`config.mk`:
```
export PLATFORM = sky130hd
export DESIGN_NAME = serial_subtractor
export DESIGN_NICKNAME = d
export VERILOG_FILES = /design/src/rtl/serial_subtractor.sv
export SDC_FILE = /design/constraint.sdc
export NUM_CORES = 1
export LEC_CHECK = 0
export CORE_MARGIN = 10
export CORE_UTILIZATION = 47
export CTS_BUF_LIST = sky130_fd_sc_hd__clkbuf_16
export DETAILED_ROUTE_END_ITERATION = 10
export GPL_ROUTABILITY_DRIVEN = 0
export PLACE_DENSITY = 0.77
export SYNTH_ARGS = -nofsm -noshare
export SYNTH_HDL_FRONTEND = slang
export SYNTH_SLANG_ARGS = --single-unit
```
`constraint.sdc`:
```
create_clock -name clk -period 1.6 [get_ports clk]
set_input_delay 0.24 -clock clk [delete_from_list [all_inputs] [get_ports clk]]
set_output_delay 0.24 -clock clk [all_outputs]
set_load 0.005 [all_outputs]
```
`src/rtl/serial_subtractor.sv`:
```
// Bit-serial a - b - bin, one bit per clock; optional signed overflow via SERIAL_SUBTRACTOR_OVF_EN.
// Result valid WIDTH cycles after accept; result held in DONE until out_ready, no operand queue.
module serial_subtractor #(
  parameter int WIDTH = 4
) (
  input  logic             clk,
  input  logic             rst,
  input  logic             in_valid,
  output logic             in_ready,
  input  logic [WIDTH-1:0] a,
  input  logic [WIDTH-1:0] b,
  input  logic             bin,
  output logic             out_valid,
  input  logic             out_ready,
  output logic [WIDTH-1:0] diff,
  output logic             bout,
  output logic             ovf
);

  // One spare bit so the counter can step past WIDTH-1 without wrapping.
  localparam int CW = $clog2(WIDTH) + 1;
  localparam logic [CW-1:0] LAST = CW'(WIDTH - 1);

  typedef enum logic [1:0] {IDLE, RUN, DONE} state_t;

  state_t          state, state_nxt;
  logic [WIDTH-1:0] a_sr, b_sr;
  logic            brw;
  logic [CW-1:0]   cnt;
  logic            accept, last_bit;
  logic            d_bit, brw_nxt;

  always_ff @(posedge clk) begin
    if (rst) state <= IDLE;
    else     state <= state_nxt;
  end

  always_comb begin
    state_nxt = state;
    in_ready  = 1'b0;
    out_valid = 1'b0;
    accept    = 1'b0;
    last_bit  = 1'b0;
    case (state)
      IDLE: begin
        in_ready = 1'b1;
        if (in_valid) begin
          accept    = 1'b1;
          state_nxt = RUN;
        end
      end
      RUN: begin
        if (cnt == LAST) begin
          last_bit  = 1'b1;
          state_nxt = DONE;
        end
      end
      DONE: begin
        out_valid = 1'b1;
        if (out_ready) state_nxt = IDLE;
      end
      default: state_nxt = IDLE;
    endcase
  end

  assign d_bit   = a_sr[0] ^ b_sr[0] ^ brw;
  assign brw_nxt = (~a_sr[0] & b_sr[0]) | (~(a_sr[0] ^ b_sr[0]) & brw);

  always_ff @(posedge clk) begin
    if (rst) begin
      a_sr <= '0;
      b_sr <= '0;
      brw  <= 1'b0;
      cnt  <= '0;
      diff <= '0;
      bout <= 1'b0;
    end else if (accept) begin
      a_sr <= a;
      b_sr <= b;
      brw  <= bin;
      cnt  <= '0;
    end else if (state == RUN) begin
      a_sr <= a_sr >> 1;
      b_sr <= b_sr >> 1;
      brw  <= brw_nxt;
      diff <= {d_bit, diff[WIDTH-1:1]};
      cnt  <= cnt + CW'(1);
      if (last_bit) bout <= brw_nxt;
    end
  end

`ifdef SERIAL_SUBTRACTOR_OVF_EN
  // On the last bit the shift registers expose the operand sign bits directly.
  always_ff @(posedge clk) begin
    if (rst)           ovf <= 1'b0;
    else if (last_bit) ovf <= (a_sr[0] != b_sr[0]) && (d_bit != a_sr[0]);
  end
`else
  assign ovf = 1'b0;
`endif

endmodule
```
# Word level (Yosys, flattened, before mapping)
# Index checks and enable logic that the tools add are counted.
[classes]
n_eq_ne = 6
n_addsub = 1
n_reduce_logical = 6
n_bitwise = 8
mux = 16
[ops]
columns = ["cell", "n"]
rows = [
  ["$mux W4", 4],
  ["$mux W1", 8],
  ["$mux W2", 3],
  ["$ne A2 B2 Y1 const B", 3],
  ["$pmux W2 S3", 1],
  ["$reduce_and A3 Y1", 2],
  ["$add A3 B1 Y3 const B", 1],
  ["$eq A3 B2 Y1 const B", 1],
  ["$not A1 Y1", 3],
  ["$and A1 B1 Y1", 2],
  ["$eq A2 B1 Y1 const B", 1],
  ["$eq A2 B2 Y1 const B", 1],
  ["$logic_not A2 Y1", 1],
  ["$reduce_and A2 Y1", 1],
  ["$reduce_bool A2 Y1", 1],
  ["$reduce_or A2 Y1", 1],
  ["$xor A1 B1 Y1", 2],
  ["$or A1 B1 Y1", 1],
]
[word_totals]
in_bits = 13
output_inout_bits = 8
word_cells = 44
register_bits = 19

# Depth between registers and ports, before layout
[logic_depth]
ltp_word = 6
ltp_mapped = 5
depth_no_buf = 5

# Least setup slack after synthesis
# Ideal clock, no wire load.
[synth_timing]
path_type = "register to register"
startpoint = "reg state[1]"
endpoint = "reg b_sr[1]"
period_less_slack_ns = 1.177
path_slack_ns = 0.423
path_buffers = 2
required_ns = 1.464
arrival_ns = 1.041
path_stages_with_launch = 6
path_cell_list = "dfxtp_1 buf_6 or3b_1 buf_6 nor2_1 a211oi_1"
[synth_between]
elab_chain_len = 3
[synth_lines]
columns = ["item", "line", "rtl"]
rows = [
  ["start: declaration", "26", "state_t state, state_nxt;"],
  ["start signal: assignment", "35", "else state <= state_nxt;"],
  ["$logic_not A2 Y1", "44", "case (state)"],
  ["$mux W1", "44", ""],
  ["$mux W4 / $reduce_bool A2 Y1 (equally long branches)", "-", ""],
  ["end signal: assignment", "84", "b_sr <= b_sr >> 1;"],
  ["end: declaration", "27", "logic [WIDTH-1:0] a_sr, b_sr;"],
]
# Parallel ways exist; a longest one is shown, timed or not.
# A chain may end at the register's enable or synchronous reset.

# Worst setup path in the final report
[layout_timing]
startpoint = "reg state[1]"
endpoint = "out in_ready"
[layout_between]
elab_chain_len = 2
[layout_lines]
columns = ["item", "line", "rtl"]
rows = [
  ["$logic_not A2 Y1", "44", ""],
  ["$mux W1", "44", ""],
  ["end: declaration", "9", "output logic in_ready,"],
]
# No other way between the ends.

==> results.ini <==
[critical_path]
cp_max_fo = 9
reg2reg_depth = 3
regToRegStartpoint = state[1]
critPathArrivalTime_ps = 1230
setup.worst_path.end_class = primary output
critPathKind = register to primary output
reg2reg_to = cnt[2]
crit_family = buffers and inverters
crit_chain = nor2_1, clkdlybuf4s50_1
crit_path_top_delay_cell = clkdlybuf4s50_1
cp.required_ps = 1360
max_stage_delay_ps = 510
reg2reg_slack_ps = 320
start_kind = register
cp_num_buf_inv = 1

[routing]
wirelength_um = 1937
viasPerCell = 5.068
drc_errors = 0
highest_layer = met4
wl_met2_um = 959
first_pass_iters = 4
via_count = 750
met3_length_um = 133
drt_iter0_markers = 9
wl_met1_um = 828
ant_nets = 0
post_drt_wl_per_cell_um = 13.09

[synth]
synthArstFlopShare_pct = 0
yosysSeqAreaShare_pct = 42.34
synth_top_area_cell = dfxtp_1
synth.avg_cell_area_um2 = 8.722
syn_area_um2 = 898.4
yosys_warnings = 0
synth_edf_count = 0
synth_top_area_share_pct = 42.34
synth_flop_cell = dfxtp_1
synth_nets = 119
synth.distinct_cells = 28
synth.area.top_cells = dfxtp_1, a21oi_1, nand2_1
synthCells = 103
ys_ff_latch = 19

[clock_network]
root_buffer = clkbuf_16
cts_setup_buffers = 0
cts_tree = yes
clockBufferDepth = 2
clock_sinks = 19
postCtsHoldBufs = 0
clock_latency_ps = 250
clk_pin_slew_worst_paths_ps = 50
cts_resized = 2
cts_buffers = 3
h-tree-depth = 1

[finish]
n_fill_cell = 154
antenna_cells = 0
layoutNonFillerInstCount = 148
mostFrequentLayoutCell = clkdlybuf4s50_1
nets = 140
drive_gt1_share_pct = 12.20
final_cell_mix = clkdlybuf4s50_1, dfxtp_1, nand2_1, a21oi_1, nor2_1
synthToLayoutAreaGrowth_pct = 31.48

[grt]
track_usage_pct = 9.673
grt_pass1_wl_um = 3243
grt_overflow = 0
grt_max_degree = 15
antenna_found_initial = 0
grt_pass1_vias = 758

[timing]
rsz0062_at_grt = false
fin_crit_sh_pct = 91.93
max_freq_mhz = 679.8
setup_viol = 0
tns_ps = 0
final_max_slew_viol_count = 0
period_needed_ps = 1471
finClkSkew_ps = 3.961
setup_ws_ps = 129.1
hold_viol = 0

[power]
power.share.clock_pct = 41.6
p_leak_nw = 0.4694
combPwrFrac_pct = 14.7
swShare_pct = 22.52
powerDensity_mw_per_mm2 = 1013
p_int_uw = 927.1
p_sw_uw = 269.5
pwr-share-seq_pct = 43.7
peakVddDrop_v = 0.001054

[placement]
hpwl_um = 1387
dp_slack_ps = 10.68
dpl.cell_count = 144
port_buffers = 19

[worst_hold_path]
min_path_cells = 2
whs_endpoint = diff[0]
min_from = diff[0]
hp-class = register to register

[die]
die_y_um = 63.72
num_io_pins = 21
fp.dieW_um = 63.72
fp.dieArea_mm2 = 0.004060
core_area_mm2 = 0.001764
start_util_pct = 50.92
num_rows = 15

[run]
max-cap-violations = 0

[run_status]
status = completed

## power groups by stage
| stage | sequential (mW) | combinational (mW) | clock [mW] |
|---|---|---|---|
| after global placement | 0.532 | 0.172 | 0 |
| after floorplan | 0.527 | 0.123 | 0 |
| after global routing | 0.526 | 0.197 | 0.533 |
| after detailed placement | 0.533 | 0.174 | 0 |
| final | 0.523 | 0.176 | 0.498 |
| after CTS | 0.524 | 0.176 | 0.507 |
## routing by layer
metal  up-vias  track usage, %
li1        384               -
met1       348           9.960
met2        16           16.83
met3         2           5.654
met4         0           1.639
met5         -               0
## layout make-up
cell class	instances	area [um2]	share of cell area [%]
inverters	4	15.01	1.271
repair buffers	24	230.2	19.49
clock buffers	3	75.07	6.356
clock inverters	1	3.754	0.3178
multi-input cells	72	440.4	37.29
flip-flops and latches	19	385.4	32.63
well taps	25	31.28	2.648
## kinds of logic after synthesis
| logic type | count (synthesis) | share of synthesized area [%] |
|---|---|---|
| AO/OA/AOI/OAI | 23 | 16.57 |
| multiplexers | 1 | 1.114 |
| flip-flops | 19 | 42.34 |
| AND/OR/NAND/NOR | 43 | 24.65 |
| adder cells (fa/ha/maj) | 3 | 5.014 |
| other | 1 | 0.4174 |
| buffers and inverters | 12 | 8.913 |
| XOR/XNOR | 1 | 0.9751 |
## worst max-delay path by stage
| stage | start | to | slack, ps | depth (start not counted) |
|---|---|---|---|---|
| global route | state[1] | in_ready | 100 | 2 |
| detailed placement | in_valid | b_sr[2] | 10 | 4 |
| floorplan | state[1] | b_sr[1] | 420 | 5 |
| finish | state[1] | in_ready | 130 | 2 |
| CTS | state[1] | out_valid | 20 | 2 |
| global placement | in_valid | b_sr[3] | 30 | 4 |
## Yosys cell counts (2+ instances only)
| cell | number |
|---|---|
| dfxtp_1 | 19 |
| nand2_1 | 15 |
| a21oi_1 | 14 |
| nor2_1 | 11 |
| nor3_1 | 5 |
| a211oi_1 | 4 |
| buf_6 | 4 |
| inv_1 | 4 |
| or3b_1 | 4 |
| clkbuf_1 | 2 |
| ha_1 | 2 |
| nand2b_1 | 2 |
| nand3_1 | 2 |
## sequential cells by signal, summed over array words and instances (netlist names)
name and flops:
a_sr 4, b_sr 4, diff 4, cnt 3
state 2, bout 1, brw 1
## through the flow
| stage | hold WS, ps | util (%) | instance area (um2) | total power [mW] |
|---|---|---|---|---|
| floorplan | 376.0 | - | 898.4 | 0.6495 |
| global placement | 443.4 | 61.91 | 1092 | 0.7037 |
| detailed placement | 452.6 | 61.91 | 1092 | 0.7073 |
| CTS | 459.9 | 66.60 | 1175 | 1.207 |
| global route | 479.2 | 66.95 | 1181 | 1.256 |
| finish | 452.1 | 66.95 | 1181 | 1.197 |
## worst min-delay path, cell delays in order, from the launching register on
cell	delay [ps]
dfxtp_1	300
nand2_1	50
a21oi_1	50
(Power assumes the default switching activity.)
